[src/rtl/atm_cash_dispenser_pkg.sv]
// Shared definitions for the cash dispenser: denominations, cassette indices,
// completion status codes and dispenser state encodings.
package atm_cash_dispenser_pkg;

  localparam logic [31:0] DENOM_200 = 32'd200;
  localparam logic [31:0] DENOM_100 = 32'd100;
  localparam logic [31:0] DENOM_50  = 32'd50;
  localparam logic [31:0] DENOM_10  = 32'd10;

  localparam logic [1:0] CASS_200 = 2'd0;
  localparam logic [1:0] CASS_100 = 2'd1;
  localparam logic [1:0] CASS_50  = 2'd2;
  localparam logic [1:0] CASS_10  = 2'd3;

  typedef enum logic [2:0] {
    STAT_OK         = 3'd0,
    STAT_BAD_AMOUNT = 3'd1,
    STAT_NO_NOTES   = 3'd2,
    STAT_LIMIT      = 3'd3,
    STAT_JAM        = 3'd4
  } status_e;

  typedef enum logic [2:0] {
    S_IDLE,
    S_CHECK,
    S_PLAN,
    S_DISPENSE,
    S_DONE
  } disp_state_e;

  function automatic logic [31:0] denom_of(input logic [1:0] idx);
    logic [31:0] val;
    val = DENOM_10;
    case (idx)
      CASS_200: val = DENOM_200;
      CASS_100: val = DENOM_100;
      CASS_50:  val = DENOM_50;
      CASS_10:  val = DENOM_10;
    endcase
    return val;
  endfunction

endpackage

[src/rtl/note_pulse_gen.sv]
// Per-note feed timing: PULSE_CYCLES high then GAP_CYCLES low; a new start is
// accepted when idle or on the last gap cycle so notes run back to back.
module note_pulse_gen #(
  parameter int PULSE_CYCLES = 4,
  parameter int GAP_CYCLES   = 2
) (
  input  logic clk,
  input  logic rst,
  input  logic start,
  input  logic abort,
  output logic fire,
  output logic busy,
  output logic phase_first,
  output logic gap_last
);

  typedef enum logic [1:0] {PH_IDLE, PH_PULSE, PH_GAP} phase_e;

  phase_e      phase, next_phase;
  logic [15:0] cnt, next_cnt;

  always_ff @(posedge clk or negedge rst) begin
    if (!rst) begin
      phase <= PH_IDLE;
      cnt   <= '0;
    end else begin
      phase <= next_phase;
      cnt   <= next_cnt;
    end
  end

  always_comb begin
    next_phase = phase;
    next_cnt   = cnt;
    if (abort) begin
      next_phase = PH_IDLE;
      next_cnt   = '0;
    end else if (start) begin
      next_phase = PH_PULSE;
      next_cnt   = 16'(PULSE_CYCLES - 1);
    end else begin
      case (phase)
        PH_PULSE: begin
          if (cnt == 16'd0) begin
            next_phase = PH_GAP;
            next_cnt   = 16'(GAP_CYCLES - 1);
          end else begin
            next_cnt = cnt - 16'd1;
          end
        end
        PH_GAP: begin
          if (cnt == 16'd0) next_phase = PH_IDLE;
          else              next_cnt   = cnt - 16'd1;
        end
        default: ;
      endcase
    end
  end

  assign fire        = (phase == PH_PULSE);
  assign busy        = (phase != PH_IDLE);
  assign phase_first = fire && (cnt == 16'(PULSE_CYCLES - 1));
  assign gap_last    = (phase == PH_GAP) && (cnt == 16'd0);

endmodule

[src/rtl/atm_cash_dispenser.sv]
// Validates an approved amount, plans a greedy note mix against cassette stock,
// then feeds one pulse per note and reports the outcome with a one-cycle done.
module atm_cash_dispenser
  import atm_cash_dispenser_pkg::*;
#(
  parameter int INIT_NOTES   = 100,
  parameter int MAX_NOTES    = 40,
  parameter int MAX_AMOUNT   = 20000,
  parameter int PULSE_CYCLES = 4,
  parameter int GAP_CYCLES   = 2
) (
  input  logic        clk,
  input  logic        rst,
  input  logic        req_valid,
  input  logic [31:0] req_amount,
  output logic        req_ready,
  input  logic        jam,
  input  logic        refill,
  output logic        note_fire,
  output logic [1:0]  note_sel,
  output logic        done,
  output logic [2:0]  status,
  output logic [31:0] dispensed_total,
  output logic [63:0] cass_level
);

  disp_state_e       state, next_state;
  status_e           status_q, next_status;
  logic [31:0]       rem;
  logic [1:0]        d;
  logic [3:0][15:0]  planned;
  logic [3:0][15:0]  level;
  logic [31:0]       total_notes;
  logic [1:0]        sel_q, first_sel;
  logic              handshake, bad_amount, take, notes_left;
  logic              can_start, abort, busy, phase_first, gap_last;

  assign req_ready  = (state == S_IDLE) && !refill;
  assign handshake  = req_valid && req_ready;
  assign bad_amount = (rem == 32'd0) || ((rem % 32'd10) != 32'd0) || (rem > 32'(MAX_AMOUNT));
  assign take       = (state == S_PLAN) && (rem >= denom_of(d)) && (planned[d] < level[d]);
  assign notes_left = (planned != '0);
  assign abort      = (state == S_DISPENSE) && jam;
  assign can_start  = (state == S_DISPENSE) && !jam && notes_left && (!busy || gap_last);

  // Notes leave largest denomination first: lowest cassette index with work left.
  always_comb begin
    first_sel = CASS_10;
    for (int c = 3; c >= 0; c--) begin
      if (planned[c] != 16'd0) first_sel = 2'(c);
    end
  end

  always_ff @(posedge clk or negedge rst) begin
    if (!rst) begin
      state    <= S_IDLE;
      status_q <= STAT_OK;
    end else begin
      state    <= next_state;
      status_q <= next_status;
    end
  end

  always_comb begin
    next_state  = state;
    next_status = status_q;
    case (state)
      S_IDLE: begin
        if (handshake) next_state = S_CHECK;
      end
      S_CHECK: begin
        if (bad_amount) begin
          next_state  = S_DONE;
          next_status = STAT_BAD_AMOUNT;
        end else begin
          next_state = S_PLAN;
        end
      end
      S_PLAN: begin
        if (!take && (d == CASS_10)) begin
          if (rem != 32'd0) begin
            next_state  = S_DONE;
            next_status = STAT_NO_NOTES;
          end else if (total_notes > 32'(MAX_NOTES)) begin
            next_state  = S_DONE;
            next_status = STAT_LIMIT;
          end else begin
            next_state = S_DISPENSE;
          end
        end
      end
      S_DISPENSE: begin
        if (jam) begin
          next_state  = S_DONE;
          next_status = STAT_JAM;
        end else if (!notes_left && (!busy || gap_last)) begin
          next_state  = S_DONE;
          next_status = STAT_OK;
        end
      end
      S_DONE:  next_state = S_IDLE;
      default: next_state = S_IDLE;
    endcase
  end

  always_ff @(posedge clk or negedge rst) begin
    if (!rst) begin
      rem             <= '0;
      d               <= '0;
      planned         <= '0;
      total_notes     <= '0;
      level           <= {4{16'(INIT_NOTES)}};
      dispensed_total <= '0;
      sel_q           <= '0;
    end else begin
      if (state == S_IDLE) begin
        if (refill) begin
          level <= {4{16'(INIT_NOTES)}};
        end else if (handshake) begin
          rem             <= req_amount;
          d               <= '0;
          planned         <= '0;
          total_notes     <= '0;
          dispensed_total <= '0;
        end
      end
      if (take) begin
        planned[d]  <= planned[d] + 16'd1;
        rem         <= rem - denom_of(d);
        total_notes <= total_notes + 32'd1;
      end else if ((state == S_PLAN) && (d != CASS_10)) begin
        d <= d + 2'd1;
      end
      if (can_start) begin
        planned[first_sel] <= planned[first_sel] - 16'd1;
        sel_q              <= first_sel;
      end
      // Stock and total are committed when the pulse begins, so a jam later in
      // the same pulse still leaves this note counted.
      if (phase_first) begin
        level[sel_q]    <= level[sel_q] - 16'd1;
        dispensed_total <= dispensed_total + denom_of(sel_q);
      end
    end
  end

  note_pulse_gen #(
    .PULSE_CYCLES(PULSE_CYCLES),
    .GAP_CYCLES  (GAP_CYCLES)
  ) u_pulse (
    .clk        (clk),
    .rst        (rst),
    .start      (can_start),
    .abort      (abort),
    .fire       (note_fire),
    .busy       (busy),
    .phase_first(phase_first),
    .gap_last   (gap_last)
  );

  assign done       = (state == S_DONE);
  assign status     = status_q;
  assign note_sel   = sel_q;
  assign cass_level = level;

endmodule

[config.mk]
export PLATFORM = sky130hd
export DESIGN_NAME = atm_cash_dispenser
export DESIGN_NICKNAME = d
export VERILOG_FILES = /design/src/rtl/atm_cash_dispenser_pkg.sv /design/src/rtl/note_pulse_gen.sv /design/src/rtl/atm_cash_dispenser.sv
export SDC_FILE = /design/constraint.sdc
export NUM_CORES = 1
export LEC_CHECK = 0
export CELL_PAD_IN_SITES_DETAIL_PLACEMENT = 0
export CELL_PAD_IN_SITES_GLOBAL_PLACEMENT = 2
export CORE_MARGIN = 8
export CORE_UTILIZATION = 41
export CTS_BUF_LIST = sky130_fd_sc_hd__clkbuf_4 sky130_fd_sc_hd__clkbuf_8
export CTS_CLUSTER_SIZE = 16
export DETAILED_ROUTE_END_ITERATION = 16
export HOLD_SLACK_MARGIN = 0.05
export PLACE_DENSITY = 0.95
export SYNTH_ARGS = -nofsm -noshare
export SYNTH_HDL_FRONTEND = slang
export SYNTH_SLANG_ARGS = --single-unit
[constraint.sdc]
create_clock -name clk -period 21.9 [get_ports clk]
set_input_delay 3.285 -clock clk [delete_from_list [all_inputs] [get_ports clk]]
set_output_delay 3.285 -clock clk [all_outputs]
set_load 0.05 [all_outputs]
; After elaboration in Yosys (flattened, before gate mapping)
; Cells that the tools add are included.
[op_classes]
addsub = 8
div = 1
n_lt_le_gt_ge = 10
eq_ne = 24
n_mux = 71
reduce_logical = 48
[op_table]
columns = operator, count
row1 = 2-to-1 mux 64 bit, 8
row2 = 2-to-1 mux 32 bit, 11
row3 = case mux 32 bit (4 select lines), 2
row4 = bitwise mux 64 bit, 3
row5 = 2-to-1 mux 16 bit, 11
row6 = binary-select mux 16 bit (select 2 bit), 4
row7 = demux 16 bit (select 2 bit), 3
row8 = nonzero test 32 bit, 2
row9 = nonzero test 64 bit, 1
row10 = nonzero test 16 bit, 3
row11 = "subtractor 16 x 1 -> 16 bit, second input constant", 3
row12 = 2-to-1 mux 3 bit, 13
row13 = "adder 32 x 1 -> 32 bit, second input constant", 1
row14 = adder 32 bit, 1
row15 = greater-or-equal comparator 32 bit, 1
row16 = "> comparator 32 x 15 -> 1 bit, second input constant", 1
row17 = "> comparator 32 x 6 -> 1 bit, second input constant", 1
row18 = zero test 32 bit, 1
row19 = "modulo 32 x 4 -> 32 bit, second input constant", 1
row20 = case mux 16 bit (2 select lines), 1
row21 = subtractor 32 bit, 1
row22 = 2-to-1 mux 2 bit, 11
row23 = "adder 16 x 1 -> 16 bit, second input constant", 1
row24 = "== test 16 x 2 -> 1 bit, second input constant", 1
row25 = 30 further kinds, 76
[word_totals]
ff_bits = 252
inputBits = 37
out_inout_bits = 104

; Logic depth before layout (Yosys ltp)
[depth]
word_depth = 10
depth_mapped = 46
mapped_depth_nobuf = 35

; Modules after synthesis
; A second synthesis with hierarchy kept.
[unflattened]
cells_unflattened = 2236
hier_area_um2 = 19189.7
[modules_own_cells]
columns = module, instances, cells_per_inst, area_per_inst_um2, seq_area_each_um2
row1 = atm_cash_dispenser, 1, 2109, 18047.3, 5845.6
row2 = note_pulse_gen, 1, 127, 1142.3, 450.4

; Least setup slack after synthesis
; No wires, ideal clock.
[synth_timing]
kind = register to register
from = register rem[31]
to = register status_q[2], in the netlist status[2]
setup_time_ns = 0.124
arrival_time_ns = 9.199
required_time_ns = 21.776
slack_ns = 12.576
stages_incl_launch_ff = 41
path_buffers = 5
period_less_slack_ns = 9.324
cell_sequence = dfrtp_1 buf_4 and3_1 o31ai_4 o211a_2 mux2i_1 a21o_1 o21a_1 buf_4 xnor2_1 and3_1 o311a_1 a311o_1 or4_4 o2111a_1 a221o_1 buf_2 a211oi_2 [5 not listed] a221oi_2 o311ai_1 o32ai_4 mux2_4 o221a_2 nor2_1 buf_2 nor4_1 a2111oi_4 buf_6 nor3_1 a311o_1 nor4_1 o22a_1 o22ai_1 a31o_2 a21oi_4 o21ai_1
[synth_via]
elab_chain_len = 7
[synth_lines]
columns = element, line_no
row1 = start: declaration, atm_cash_dispenser.sv:29  ; logic [31:0] rem;
row2 = start signal: assignment, atm_cash_dispenser.sv:120  ; rem <= req_amount;
row3 = start signal: assignment, atm_cash_dispenser.sv:129  ; rem <= rem - denom_of(d);
row4 = "parallel branches: the longest is 7 deep, another holds modulo 32 x 4 -> 32 bit", --
row5 = end signal: assignment, atm_cash_dispenser.sv:60  ; status_q <= next_status;
row6 = end: declaration, atm_cash_dispenser.sv:28  ; status_e status_q, next_status;
; Parallel ways; which one is timed is not known. The select of a mux whose other input is x is not followed.
; A chain may end at the register's enable or synchronous reset.

; Worst setup path in the final report
[layout_timing]
from = register rem[26]
to = register status_q[2], in the netlist status[2]
; Same word-level chain as after synthesis.

==> results by group <==
Status
  • Status: finished, final reports clean

Logic synthesis
  • Synthesized net count: 2363
  • Synth cell types: 121
  • Flops & latches, synth: 251
  • Post-synthesis sequential area ratio: 0.324
  • YS warnings: 0
  • Syn avg cell area: 8.55 sq um
  • Cell type with the largest total area after synthesis: dfrtp_1
  • Syn Std Cell Area: 0.0195 sq mm
  • Post-Synthesis Cells: 2276
  • Count of flip-flops with a built-in enable after synthesis: 0
  • Dominant synthesized flop cell: dfrtp_1
  • Synth top area cells: dfrtp_1, mux4_2, o21ai_0, nand2_1, nand3_1
  • Yosys top cell area share: 0.307
  • FFs w/ async S/R, synth: 1.00

Layout
  • Commonest non-fill, non-tap cell in the layout: dfrtp_1
  • Final instance area: 0.0222 sq mm
  • Util after Layout: 0.470
  • Commonest cells after routing, fill and taps aside: dfrtp_1, nand2_1, o21ai_0
  • Fill count: 4570
  • Non-Filler Instances: 2964
  • Final-stage net count: 2396
  • Area grow syn2layout: 14.1%
  • Ant diodes: 0
  • FF+latch area: 0.00630 sq mm
  • Multi-input gate area: 0.0122 sq mm
  • Share of cells above drive strength 1: 0.103

Floorplanning
  • Chip width: 234 um
  • Initial Util: 0.412
  • I/O pin total: 141
  • Die Y-Extent: 234 um
  • Core area: 0.0472 sq mm
  • Die Area: 0.0547 sq mm
  • Row count: 80

GRT
  • Vias in the first global route: 18.3k
  • Largest net degree at the start of global routing: 105
  • M1 GR Usage: 0.300
  • Met3 Usage GRT: 0.0478
  • Met2 usage: 0.342
  • Global-route wire length before repair: 99.0 mm
  • Initial antenna violation count: 0
  • Overflow after GRT: 0
  • Busiest layer in global routing: met2
  • Global-route usage over all layers: 0.220

Routing
  • Drt first pass iters: 5
  • Via count: 19.1k
  • Final WL: 61.7 mm
  • Drt via density: 6.45
  • WL per Instance: 20.8 um
  • DRT iter0 DRCs: 1784
  • Final ANT Viol Nets: 0
  • # DRC: 0

Placement
  • Placer Congestion: 0.882
  • Placed insts: 2873
  • HPWL Detailed: 42.0 mm
  • Port Buffers: 139
  • Post-Place Cell Area: 0.0211 sq mm

Timing
  • Setup violators final: 0
  • Final Hold Fails: 0
  • RSZ-0062 raised after global routing: false
  • Fin Setup TNS: 0 ps
  • Slew Viols, Final: 0
  • Relative slew slack: 0.169
  • Worst-Margin Slew: 1240 ps
  • Final Skew: 50.3 ps
  • Min Tclk post-route: 12130 ps
  • Fmax: 0.0824 GHz
  • Final Cycle Share: 0.554

Clock network
  • Cts hold-fix bufs: 0
  • CTS root buf: clkbuf_8
  • CTS resizes: 0
  • H-Tree Depth: 2
  • CTS max path bufs: 3
  • Clk pin slew, worst setup/hold paths: 60 ps
  • Sink Count: 251
  • CTS tree: built
  • Setup Buffers After CTS: 0
  • CTS Buf Count: 49
  • Clock Latency Late Sink: 640 ps

Critical path
  • CP arrival: 12640 ps
  • CP Max Fanout: 32
  • CP max-delay cell: dfrtp_1
  • Bufs and invs on worst path: 0
  • Kind of critical path: register to register
  • Critical path's largest stage delay: 960 ps
  • Crit-path leading delay family: compound AO/OA/AOI/OAI gates
  • Element type at the critical path start: register
  • CP required: 22400 ps
  • Critical path capture point type: register

Power
  • Worst VDD drop: 79.6 uV
  • PD cells: 86.5 mW/mm^2
  • LEAKAGE: 9.32 nW

Job
  • Max Cap Violations: 0

Worst hold path
  • HP Class: register to register
==> state kept, by name, summed over array words and instances (netlist names) <==
signal	count
cass_level	64
planned	64
rem	32
total_notes	32
dispensed_total	31
u_pulse.cnt	16
state	3
status	3
d	2
note_sel	2
u_pulse.phase	2
==> synthesized netlist by cell type, types with 52 or more instances <==
cell      number
dfrtp_1      239
nor2_1       145
o211ai_1      52
inv_1         73
nand2_1      226
clkbuf_1     132
nand3_1      158
nor3_1        53
o21ai_0      180
a311oi_1      60
a21oi_1      120
and3_1        85
==> stage by stage <==
step	hold WS, ps	setup WS, ps	power, mW
6_report	501	9770	1.92
5_1_grt	533	8800	2.03
4_1_cts	499	9950	1.92
3_5_place_dp	487	9980	1.37
3_3_place_gp	479	10300	1.37
2_1_floorplan	455	12580	1.24
==> report_power, final <==
part	internal, mW	switching, mW
Clock	0.308	0.229
Combinational	0.333	0.517
Sequential	0.475	0.0563
Total	1.12	0.802
==> final cells by class <==
cell class                 instances  area share
sequential                       251       0.284
inverter                          77      0.0130
tap                              615      0.0347
timing repair buffer             155      0.0683
clock buffer                      76      0.0437
multi-input combinational       1775       0.549
clock inverter                    15     0.00699
==> worst paths after layout <==
| check | cells after the start | slack [ps] | start | to |
|---|---|---|---|---|
| setup / recovery | 35 | 9770 | rem[26]$_DFFE_PN0P_ | status[2]$_DFFE_PN0P_ |
| max in group asynchronous | 2 | 17570 | rst | planned[32]$_DFF_PN0_ |
| setup reg to reg | 35 | 9770 | rem[26]$_DFFE_PN0P_ | status[2]$_DFFE_PN0P_ |
| hold reg to reg | 1 | 500 | dispensed_total[31]$_DFFE_PN0P_ | dispensed_total[31]$_DFFE_PN0P_ |
| min in group asynchronous | 1 | 2730 | rst | rem[26]$_DFFE_PN0P_ |
| hold / removal | 1 | 500 | dispensed_total[31]$_DFFE_PN0P_ | dispensed_total[31]$_DFFE_PN0P_ |
==> routing by layer <==
| layer | routed length [um] | part of all wire |
|---|---|---|
| met1 | 27100 | 0.44 |
| met2 | 27900 | 0.45 |
| met3 | 5050 | 0.082 |
| met4 | 1700 | 0.028 |
| met5 | 0 | 0 |
==> cells by family (layout without fill, tap and decap cells) <==
group,after synthesis,after routing,synth area share
mux,72,72,0.0686
flops,251,251,0.324
other cells,1,1,0.000193
fa+ha+maj,53,53,0.0345
compound gates,718,718,0.266
simple gates,852,852,0.220
buf+inv,250,323,0.0511
xor+xnor,79,79,0.0363
Note: power is estimated with default switching activity, not from simulation.
